--- config.mk ---
export PLATFORM = sky130hd
export DESIGN_NAME = arbitro_funcionalidades
export DESIGN_NICKNAME = d
export VERILOG_FILES = /design/src/rtl/arbitro_funcionalidades.sv
export SDC_FILE = /design/constraint.sdc
export NUM_CORES = 1
export LEC_CHECK = 0
export ABC_AREA = 1
export BUFFER_PORTS_ARGS = -buffer_cell sky130_fd_sc_hd__buf_4
export CAP_MARGIN = 25
export CORE_ASPECT_RATIO = 0.75
export CORE_UTILIZATION = 54
export DETAILED_ROUTE_END_ITERATION = 12
export PLACE_DENSITY = 0.85
export REMOVE_ABC_BUFFERS = 1
export SLEW_MARGIN = 20
export SYNTH_ARGS = -nofsm -noshare
export SYNTH_HDL_FRONTEND = slang
export SYNTH_SLANG_ARGS = --single-unit
--- constraint.sdc ---
create_clock -name i_clk -period 2.27 [get_ports i_clk]
set_clock_uncertainty 0.05 [all_clocks]
set_input_delay 0.227 -clock i_clk [delete_from_list [all_inputs] [get_ports i_clk]]
set_output_delay 0.227 -clock i_clk [all_outputs]
set_load 0.1 [all_outputs]
--- src/rtl/arbitro_funcionalidades.sv ---
// Timed functionality arbiter: per-user IDLE/WAIT/GRANT/DONE FSMs with permission mask and per-function priority.
// Optional preemption by a strictly higher waiting level when ARBITRO_PREEMPT_EN is defined.
module arbitro_funcionalidades #(
  parameter int N_USERS     = 2,
  parameter int FUNC_W      = 3,
  parameter int PRIO_W      = 3,
  parameter int HOLD_CYCLES = 16
) (
  input  logic                                   i_clk,
  input  logic                                   i_reset,
  input  logic [N_USERS-1:0]                     i_req_valid,
  input  logic [N_USERS*PRIO_W-1:0]              i_req_level,
  input  logic [N_USERS*FUNC_W-1:0]              i_req_func,
  input  logic [(2**PRIO_W)*(2**FUNC_W)-1:0]     i_perm_mask,
  output logic [N_USERS-1:0]                     o_grant,
  output logic [N_USERS-1:0]                     o_denied,
  output logic [N_USERS-1:0]                     o_preempted,
  output logic [(2**FUNC_W)-1:0]                 o_func_active
);
  localparam int NF    = 2**FUNC_W;
  localparam int CNT_W = (HOLD_CYCLES > 1) ? $clog2(HOLD_CYCLES) : 1;

  typedef enum logic [1:0] {S_IDLE, S_WAIT, S_GRANT, S_DONE} state_t;

  state_t              r_state [N_USERS];
  logic [CNT_W-1:0]    r_cnt   [N_USERS];
  logic [FUNC_W-1:0]   r_func  [N_USERS];
  logic [PRIO_W-1:0]   r_lvl   [N_USERS];
  logic [N_USERS-1:0]  r_grant, r_denied, r_preempted;
  logic [NF-1:0]       r_func_active;

  state_t              w_st_n  [N_USERS];
  logic [CNT_W-1:0]    w_cnt_n [N_USERS];
  logic [FUNC_W-1:0]   w_fn_n  [N_USERS];
  logic [PRIO_W-1:0]   w_lv_n  [N_USERS];
  logic [N_USERS-1:0]  w_gnt_n, w_den_n, w_pre_n;
  logic [NF-1:0]       w_fa_n;

  logic [FUNC_W-1:0]   w_func  [N_USERS];
  logic [PRIO_W-1:0]   w_lvl   [N_USERS];
  logic [N_USERS-1:0]  w_perm, w_elig, w_win, w_chal;

  // Mask index {level, func} equals level*NF + func.
  for (genvar gi = 0; gi < N_USERS; gi++) begin : g_dec
    assign w_func[gi] = i_req_func[gi*FUNC_W +: FUNC_W];
    assign w_lvl[gi]  = i_req_level[gi*PRIO_W +: PRIO_W];
    assign w_perm[gi] = (w_func[gi] != '0) && i_perm_mask[{w_lvl[gi], w_func[gi]}];
    assign w_elig[gi] = (r_state[gi] == S_WAIT) && i_req_valid[gi] && w_perm[gi] &&
                        !r_func_active[w_func[gi]];
  end

  always_comb begin
    w_win  = w_elig;
    w_chal = '0;
    for (int i = 0; i < N_USERS; i++) begin
      for (int j = 0; j < N_USERS; j++) begin
        if (j != i && w_elig[j] && w_func[j] == w_func[i] &&
            (w_lvl[j] > w_lvl[i] || (w_lvl[j] == w_lvl[i] && j < i)))
          w_win[i] = 1'b0;
`ifdef ARBITRO_PREEMPT_EN
        if (j != i && r_state[i] == S_GRANT && r_state[j] == S_WAIT && i_req_valid[j] &&
            w_perm[j] && w_func[j] == r_func[i] && w_lvl[j] > r_lvl[i])
          w_chal[i] = 1'b1;
`endif
      end
    end
  end

  always_comb begin
    w_gnt_n = '0;
    w_den_n = '0;
    w_pre_n = '0;
    w_fa_n  = '0;
    for (int i = 0; i < N_USERS; i++) begin
      w_st_n[i]  = r_state[i];
      w_cnt_n[i] = r_cnt[i];
      w_fn_n[i]  = r_func[i];
      w_lv_n[i]  = r_lvl[i];
      case (r_state[i])
        S_IDLE:
          if (i_req_valid[i]) begin
            if (w_perm[i]) w_st_n[i] = S_WAIT;
            else begin
              w_st_n[i]  = S_DONE;
              w_den_n[i] = 1'b1;
            end
          end
        S_WAIT:
          if (!i_req_valid[i]) w_st_n[i] = S_IDLE;
          else if (!w_perm[i]) begin
            w_st_n[i]  = S_DONE;
            w_den_n[i] = 1'b1;
          end else if (w_win[i]) begin
            w_st_n[i]  = S_GRANT;
            w_cnt_n[i] = CNT_W'(HOLD_CYCLES - 1);
            w_fn_n[i]  = w_func[i];
            w_lv_n[i]  = w_lvl[i];
            w_gnt_n[i] = 1'b1;
          end
        S_GRANT:
          // Release wins over preemption and expiry: the user gave it up voluntarily.
          if (!i_req_valid[i] || w_func[i] != r_func[i]) begin
            w_st_n[i]  = S_IDLE;
            w_cnt_n[i] = '0;
          end else if (w_chal[i]) begin
            w_st_n[i]  = S_DONE;
            w_cnt_n[i] = '0;
            w_pre_n[i] = 1'b1;
          end else if (r_cnt[i] == '0) begin
            w_st_n[i]  = S_DONE;
          end else begin
            w_cnt_n[i] = r_cnt[i] - 1'b1;
            w_gnt_n[i] = 1'b1;
          end
        S_DONE:
          if (!i_req_valid[i]) w_st_n[i] = S_IDLE;
        default: w_st_n[i] = S_IDLE;
      endcase
      if (w_gnt_n[i]) w_fa_n[w_fn_n[i]] = 1'b1;
    end
  end

  always_ff @(posedge i_clk) begin
    if (i_reset) begin
      for (int i = 0; i < N_USERS; i++) begin
        r_state[i] <= S_IDLE;
        r_cnt[i]   <= '0;
        r_func[i]  <= '0;
        r_lvl[i]   <= '0;
      end
      r_grant       <= '0;
      r_denied      <= '0;
      r_preempted   <= '0;
      r_func_active <= '0;
    end else begin
      for (int i = 0; i < N_USERS; i++) begin
        r_state[i] <= w_st_n[i];
        r_cnt[i]   <= w_cnt_n[i];
        r_func[i]  <= w_fn_n[i];
        r_lvl[i]   <= w_lv_n[i];
      end
      r_grant       <= w_gnt_n;
      r_denied      <= w_den_n;
      r_preempted   <= w_pre_n;
      r_func_active <= w_fa_n;
    end
  end

  assign o_grant       = r_grant;
  assign o_denied      = r_denied;
  assign o_preempted   = r_preempted;
  assign o_func_active = r_func_active;
endmodule
# [Word-level counts from Yosys, hierarchy flattened]
# Memories as Yosys holds them, arrays and structs flattened.
# Cells that the tools add are included.
[totals] regBits=12 latch_bits=0 ramBits=18 romBits=0 in_bits=80 out_inout_bits=14 memories=3
[mem_list] name="r_cnt" words=2 width=4 rd=2 rd_clocked_by_memory_dff=0 wr=2 line_no="26" rtl="logic [CNT_W-1:0] r_cnt [N_USERS];"
[mem_list] name="r_func" words=2 width=3 rd=2 rd_clocked_by_memory_dff=0 wr=2 line_no="27" rtl="logic [FUNC_W-1:0] r_func [N_USERS];"
[mem_list] name="r_state" words=2 width=2 rd=2 rd_clocked_by_memory_dff=0 wr=2 line_no="25" rtl="state_t r_state [N_USERS];"
[classes] addsub=2 multipliers=0 div=0 order_cmp=10 n_eq_ne=11 shift=0 mux=77 n_bitwise=11 n_reduce_logical=31
[op_table] operator="4-bit two-way mux" count=12
[op_table] operator="2-bit two-way mux" count=18
[op_table] operator="3-bit two-way mux" count=10
[op_table] operator="1-bit two-way mux" count=23
[op_table] operator="3-bit by 4-bit less-than comparator with 1-bit output, second input constant" count=4
[op_table] operator="8-bit two-way mux" count=2
[op_table] operator="2-bit case mux with 4 select lines" count=2
[op_table] operator="4-bit case mux with 2 select lines" count=2
[op_table] operator="1-bit logical AND" count=14
[op_table] operator="6-bit by 7-bit less-than comparator with 1-bit output, second input constant" count=2
[op_table] operator="1-bit binary-select mux with 6-bit select" count=2
[op_table] operator="3-bit equality test" count=3
[op_table] operator="2-bit equality test, second input constant" count=4
[op_table] operator="4-bit zero test" count=2
[op_table] operator="8-bit OR" count=1
[op_table] operator="4-bit by 1-bit subtractor with 4-bit output, second input constant" count=2
[op_table] operator="1-bit binary-select mux with 3-bit select" count=2
[op_table] operator="1-bit demux with 3-bit select" count=2
[op_table] operator="3-bit by 1-bit >= comparator with 1-bit output, second input constant" count=2
[op_table] operator="3-bit > comparator" count=2
[op_table] operator="3-bit inequality test" count=2
[op_table] operator="1-bit OR" count=6
[op_table] operator="3-bit nonzero test" count=2
[op_table] operator="3-bit OR reduction" count=2
[op_table] operator="7 further kinds" count=19

# [Depth between registers and ports, before layout]
[depth] ltp_word=19 ltp_mapped=21 mapped_depth_nobuf=19

# [Worst setup path before layout]
# Ideal clock, no wire load.
[synth_timing] kind="reg-to-reg" startpoint="register r_func_active[6] (netlist: o_func_active[6])" endpoint="register r_func_active[0] (netlist: o_func_active[0])" arrival_ns=2.336 required_time_ns=2.149 slack_ns=-0.186 stages_incl_launch_ff=10 path_buffers=0 period_less_slack_ns=2.456 cell_sequence="dfxtp_1 o21ai_0 o221ai_1 and2_1 inv_1 nand4_4 nand2_2 a21boi_2 nand4_1 a21oi_1"
[synth_via] elab_chain_cells=18 word_cells_on_any_way=43 classes_between="4 x order compare; 28 x mux; 1 x bitwise; 10 x reduce/logical"
[synth_lines] element="start: declaration" line_no="30" rtl="logic [NF-1:0] r_func_active;"
[synth_lines] element="start signal: assignment" line_no="145" rtl="r_func_active <= w_fa_n;"
[synth_lines] element="1-bit binary-select mux with 3-bit select" line_no="49" rtl="!r_func_active[w_func[gi]];"
[synth_lines] element="1-bit two-way mux (implied by the code)" line_no="49"
[synth_lines] element="1-bit zero test" line_no="49"
[synth_lines] element="1-bit logical AND" line_no="48" rtl="assign w_elig[gi] = (r_state[gi] == S_WAIT) && i_req_valid[gi] && w_perm[gi] &&"
[synth_lines] element="1-bit logical AND (2 in series)" line_no="57" rtl="if (j != i && w_elig[j] && w_func[j] == w_func[i] &&"
[synth_lines] element="1-bit two-way mux" line_no="57"
[synth_lines] element="3-bit two-way mux" line_no="93" rtl="end else if (w_win[i]) begin"
[synth_lines] element="3-bit two-way mux" line_no="90" rtl="else if (!w_perm[i]) begin"
[synth_lines] element="3-bit two-way mux" line_no="89" rtl="if (!i_req_valid[i]) w_st_n[i] = S_IDLE;"
[synth_lines] element="3-bit two-way mux" line_no="79" rtl="case (r_state[i])"
[synth_lines] element="3-bit by 4-bit less-than comparator with 1-bit output (implied by the code) / 3-bit by 1-bit >= comparator with 1-bit output (equally long branches)" line_no="119" rtl="if (w_gnt_n[i]) w_fa_n[w_fn_n[i]] = 1'b1;"
[synth_lines] element="1-bit logical AND (implied by the code)" line_no="119"
[synth_lines] element="1-bit two-way mux (implied by the code)" line_no="119"
[synth_lines] element="1-bit demux with 3-bit select" line_no="119"
[synth_lines] element="8-bit two-way mux" line_no="119"
[synth_lines] element="8-bit OR (no source line)"
[synth_lines] element="8-bit two-way mux *" line_no="119"
# Mark *: on every way between the ends. The rest lies on a longest branch, timed or not. The select of a mux whose other input is x is not followed.
# A chain may end at the register's enable or synchronous reset.

# [Worst setup path in the final report]
[layout_timing] startpoint="input i_req_func[3]" endpoint="register r_func_active[2] (netlist: o_func_active[2])"
[layout_via] elab_chain_cells=19 word_cells_on_any_way=49 classes_between="4 x order compare; 3 x eq/ne; 29 x mux; 1 x bitwise; 12 x reduce/logical"
[layout_lines] element="start: declaration" line_no="13" rtl="input logic [N_USERS*FUNC_W-1:0] i_req_func,"
[layout_lines] element="1-bit binary-select mux with 6-bit select" line_no="47" rtl="assign w_perm[gi] = (w_func[gi] != '0) && i_perm_mask[{w_lvl[gi], w_func[gi]}];"
[layout_lines] element="1-bit two-way mux (implied by the code)" line_no="47"
[layout_lines] element="1-bit logical AND" line_no="47"
[layout_lines] element="1-bit logical AND (2 in series)" line_no="48"
[layout_lines] element="1-bit logical AND (2 in series)" line_no="57"
[layout_lines] element="1-bit two-way mux" line_no="57"
[layout_lines] element="3-bit two-way mux" line_no="93"
[layout_lines] element="3-bit two-way mux" line_no="90"
[layout_lines] element="3-bit two-way mux" line_no="89"
[layout_lines] element="3-bit two-way mux" line_no="79"
[layout_lines] element="3-bit by 4-bit less-than comparator with 1-bit output (implied by the code) / 3-bit by 1-bit >= comparator with 1-bit output (equally long branches)" line_no="119"
[layout_lines] element="1-bit logical AND (implied by the code)" line_no="119"
[layout_lines] element="1-bit two-way mux (implied by the code)" line_no="119"
[layout_lines] element="1-bit demux with 3-bit select" line_no="119"
[layout_lines] element="8-bit two-way mux" line_no="119"
[layout_lines] element="8-bit OR (no source line)"
[layout_lines] element="8-bit two-way mux *" line_no="119"
# Marked as above.

==> load_flow_metrics.sql <==
INSERT INTO impl_metrics (metric_group, metric, value, unit) VALUES
('finish', 'nFillCells', '558', ''),
('clocking', 'cts_tree', 'yes', ''),
('pwr', 'pwr-share-clk', '0.164', ''),
('logic_synthesis', 'synth.cell_area', '3566', 'um^2'),
('detailed_routing', 'route.vias.total', '4524', ''),
('pwr', 'power_density', '540.7', 'nW/um^2'),
('worst_setup_path', 'critical_path.endpoint_type', 'flop', ''),
('flow_run', 'drv_cap', '0', ''),
('sta', 'finalSetupViolations', '0', ''),
('sta', 'rsz_0062_raised_after_global_routing', 'false', ''),
('worst_setup_path', 'critical_path_arrival', '2.27', 'ns'),
('pwr', 'p_seq_frac', '0.284', ''),
('floorplanning', 'die_y', '72.38', 'um'),
('pwr', 'cellInternalPower', '0.001369', 'W'),
('pwr', 'vdd.ir_drop.worst', '0.4295', 'mV'),
('detailed_routing', 'drt_pass1_iterations', '5', ''),
('floorplanning', 'die_width', '95.84', 'um'),
('clocking', 'cts.sinks', '30', ''),
('worst_setup_path', 'crit_path_start_kind', 'primary input', ''),
('logic_synthesis', 'postSynth.topFlopCell', 'sky130_fd_sc_hd__dfxtp_1', ''),
('floorplanning', 'num_io_pins', '94', ''),
('sta', 'maxSlewViolCount', '0', ''),
('worst_setup_path', 'cp_max_fo', '24', ''),
('place', 'placement.io_buffers', '91', ''),
('detailed_routing', 'detail_route.vias_per_cell', '5.599', ''),
('grt', 'grt_start_max_net_pins', '28', ''),
('detailed_routing', 'drtIter0Drc', '540', ''),
('clocking', 'ctsRootBufferMaster', 'sky130_fd_sc_hd__clkbuf_8', ''),
('floorplanning', 'initial_utilization', '0.5616', ''),
('place', 'numPlacedInstances', '801', ''),
('place', 'pre_cts_slack', '-0.09934', 'ns'),
('grt', 'grt_first_pass_wirelength', '17880', 'um'),
('pwr', 'pwr-share-comb', '0.551', ''),
('clocking', 'post_cts_hold_fix_bufs', '0', ''),
('logic_synthesis', 'synth-async-reset-ratio', '0', ''),
('sta', 'finalHoldViolCount', '0', ''),
('logic_synthesis', 'number_of_enable_flip_flop_cells_after_synthesis', '0', ''),
('worst_setup_path', 'ff_to_ff_start', 'r_state[0][3]', ''),
('logic_synthesis', 'synth.area.top_cells', 'sky130_fd_sc_hd__nand2_1 20%, sky130_fd_sc_hd__dfxtp_1 17%, sky130_fd_sc_hd__nand3_1 10%, sky130_fd_sc_hd__inv_1 8.9%, sky130_fd_sc_hd__a21oi_1 4.8%', ''),
('clocking', 'cts_post_setup_buffers_inserted', '0', ''),
('finish', 'diodes', '0', ''),
('pwr', 'net-switching-power', '0.001074', 'W'),
('logic_synthesis', 'synth.distinct_cells', '41', ''),
('worst_hold_path', 'worstHoldStart', 'i_req_valid[1]', ''),
('floorplanning', 'placeable_area', '6350', 'um^2'),
('worst_setup_path', 'setup.reg_to_reg.worst_slack', '0.21', 'ns'),
('finish', 'final-seq-area', '600.6', 'um^2'),
('logic_synthesis', 'synth.ff_latch_count', '30', ''),
('detailed_routing', 'wl', '11070', 'um'),
('logic_synthesis', 'post_synthesis_cell_type_with_the_largest_combined_area', 'sky130_fd_sc_hd__nand2_1', ''),
('clocking', 'cts_inserted_buffers', '5', ''),
('detailed_routing', 'antenna_violating_nets_post_route', '0', ''),
('clocking', 'cts_htree_levels', '2', ''),
('pwr', 'power_leakage', '2.386', 'nW'),
('outcome', 'status', 'finished clean', ''),
('worst_setup_path', 'timing_worst_setup_path_type', 'primary input to flop', ''),
('sta', 'peak_clock_frequency_supported_by_timing', '472.7', 'MHz'),
('worst_setup_path', 'critical_path.reg2reg.endpoint', 'o_func_active[2]', ''),
('detailed_routing', 'detail_route.wl_per_cell', '13.70', 'um'),
('clocking', 'worst_skew_pair.late_latency', '0.28', 'ns'),
('worst_setup_path', 'worst_reg2reg_path_length_in_cells', '11', ''),
('sta', 'period_minus_slack', '2.115', 'ns'),
('floorplanning', 'floorplan.die_area', '6936', 'um^2'),
('logic_synthesis', 'postSynthCellCount', '628', ''),
('pwr', 'switching_share', '0.4398', ''),
('worst_setup_path', 'required', '2.43', 'ns'),
('finish', 'area.growth.synth_to_final', '26.70', '%'),
('logic_synthesis', 'seq_area_frac_synth', '0.1684', ''),
('detailed_routing', 'drc', '0', ''),
('finish', 'nNetsFinal', '820', ''),
('logic_synthesis', 'synth.top_cell.area_share', '0.1989', '');
cell families after synthesis:
group	after synthesis	synth area share
adders and majority gates	13	0.04562
other	1	0.001052
buffers and inverters	121	0.1589
DFF	30	0.1684
and+or+nand+nor	342	0.4232
AOI/OAI and AO/OA	114	0.1856
xor gates and xnor gates	7	0.01719
per-stage QoR:
stage	hold WS, ns	util	setup TNS, ns	cell area (um^2)
after floorplan	0.2461	-	-1.847	3342
after global placement	0.4117	0.6956	-0.1408	4417
after detailed placement	0.4292	0.6956	-0.7214	4417
after CTS	0.2001	0.7080	0	4496
after global routing	0.2016	0.7115	0	4518
final	0.2041	0.7115	0	4518
worst min-delay path by stage:
stage | to | depth (start not counted) | slack [ns]
6_report | o_denied[1] | 3 | 0.20
5_1_grt | o_denied[0] | 3 | 0.20
4_1_cts | o_denied[0] | 3 | 0.20
3_5_place_dp | r_cnt[0][5] | 2 | 0.43
3_3_place_gp | r_cnt[0][1] | 2 | 0.41
2_1_floorplan | o_func_active[0] | 1 | 0.25
cell usage in the layout (no fill, tap or decap), types with 2 or more instances in the layout:
cell type	instances
sky130_fd_sc_hd__nand2_2	4
sky130_fd_sc_hd__dfxtp_1	30
sky130_fd_sc_hd__conb_1	2
sky130_fd_sc_hd__inv_2	2
sky130_fd_sc_hd__nand3_1	72
sky130_fd_sc_hd__buf_4	118
sky130_fd_sc_hd__o21ai_1	16
sky130_fd_sc_hd__o21ai_0	32
sky130_fd_sc_hd__nand2_1	189
sky130_fd_sc_hd__clkinv_2	2
sky130_fd_sc_hd__xnor2_1	6
sky130_fd_sc_hd__a21oi_2	2
sky130_fd_sc_hd__a21oi_1	33
sky130_fd_sc_hd__nor2_1	41
sky130_fd_sc_hd__nor3_1	4
sky130_fd_sc_hd__nor2_2	7
sky130_fd_sc_hd__a211oi_1	4
sky130_fd_sc_hd__a221oi_1	2
sky130_fd_sc_hd__inv_1	85
sky130_fd_sc_hd__buf_12	4
sky130_fd_sc_hd__clkbuf_8	5
sky130_fd_sc_hd__o211ai_1	14
sky130_fd_sc_hd__nor4_1	4
sky130_fd_sc_hd__o221ai_1	4
sky130_fd_sc_hd__o22ai_1	2
sky130_fd_sc_hd__nor2_4	5
sky130_fd_sc_hd__and2_1	2
sky130_fd_sc_hd__nand4_1	9
sky130_fd_sc_hd__ha_1	13
power by group through the flow:
stage	registers (W)	logic (W)	clock network, W
2_1_floorplan	0.000742	0.000843	0
3_3_place_gp	0.000699	0.00127	0
3_5_place_dp	0.000705	0.00131	0
4_1_cts	0.000693	0.00132	0.000406
5_1_grt	0.000704	0.00151	0.000432
6_report	0.000695	0.00135	0.000402
Yosys cell counts (3+ instances only):
cell type and number:
sky130_fd_sc_hd__dfxtp_1 30, sky130_fd_sc_hd__o21ai_1 15, sky130_fd_sc_hd__o211ai_1 14, sky130_fd_sc_hd__buf_2 14
sky130_fd_sc_hd__ha_1 13, sky130_fd_sc_hd__nor4_1 4, sky130_fd_sc_hd__inv_1 85, sky130_fd_sc_hd__buf_4 6
sky130_fd_sc_hd__o21ai_0 33, sky130_fd_sc_hd__nand3_1 72, sky130_fd_sc_hd__a21oi_1 34, sky130_fd_sc_hd__clkbuf_1 3
sky130_fd_sc_hd__nor3_1 4, sky130_fd_sc_hd__nand2_2 4, sky130_fd_sc_hd__nand4_1 9, sky130_fd_sc_hd__o221ai_1 4
sky130_fd_sc_hd__xnor2_1 6, sky130_fd_sc_hd__nand2_1 189, sky130_fd_sc_hd__a211oi_1 4, sky130_fd_sc_hd__nor2_2 5
sky130_fd_sc_hd__buf_6 9, sky130_fd_sc_hd__nor2_1 44, sky130_fd_sc_hd__nor2_4 4
layer usage:
layer / up-vias / share of wire / GRT usage
li1: 2238 / - / -
met2: 285 / 0.45 / 0.5317
met3: 42 / 0.099 / 0.05346
met5: - / 0 / 0
met1: 1959 / 0.43 / 0.4365
met4: 0 / 0.025 / 0.06965
sequential cells by signal, indices dropped and copies added, names as in the netlist:
register       flops
o_func_active      8
r_cnt              8
r_func             6
r_state            4
o_denied           2
o_grant            2
worst max-delay path: stages:
cell and delay (ns):
sky130_fd_sc_hd__buf_4 0.13, sky130_fd_sc_hd__buf_12 0.15, sky130_fd_sc_hd__a21oi_1 0.13, sky130_fd_sc_hd__o21ai_0 0.09, sky130_fd_sc_hd__nand2_1 0.10, sky130_fd_sc_hd__nand2_1 0.05, sky130_fd_sc_hd__nand3_1 0.12, sky130_fd_sc_hd__nand2_1 0.08
sky130_fd_sc_hd__nor2_1 0.09, sky130_fd_sc_hd__nor2_1 0.08, sky130_fd_sc_hd__nor2_4 0.12, sky130_fd_sc_hd__nand4_2 0.14, sky130_fd_sc_hd__buf_4 0.20, sky130_fd_sc_hd__nand3_1 0.08, sky130_fd_sc_hd__nand2_1 0.13, sky130_fd_sc_hd__nor2_2 0.13
sky130_fd_sc_hd__nand2_1 0.06, sky130_fd_sc_hd__a21oi_1 0.15
cell type report:
type                            count  share of cell area
Multi-Input combinational cell    478              0.5353
Clock inverter                      2            0.002215
Tap cell                           81             0.02243
Sequential cell                    30              0.1329
Clock buffer                        5             0.01523
Timing Repair Buffer              123              0.2163
Inverter                           89             0.07560
No activity file was read; power rests on OpenSTA's default activity.
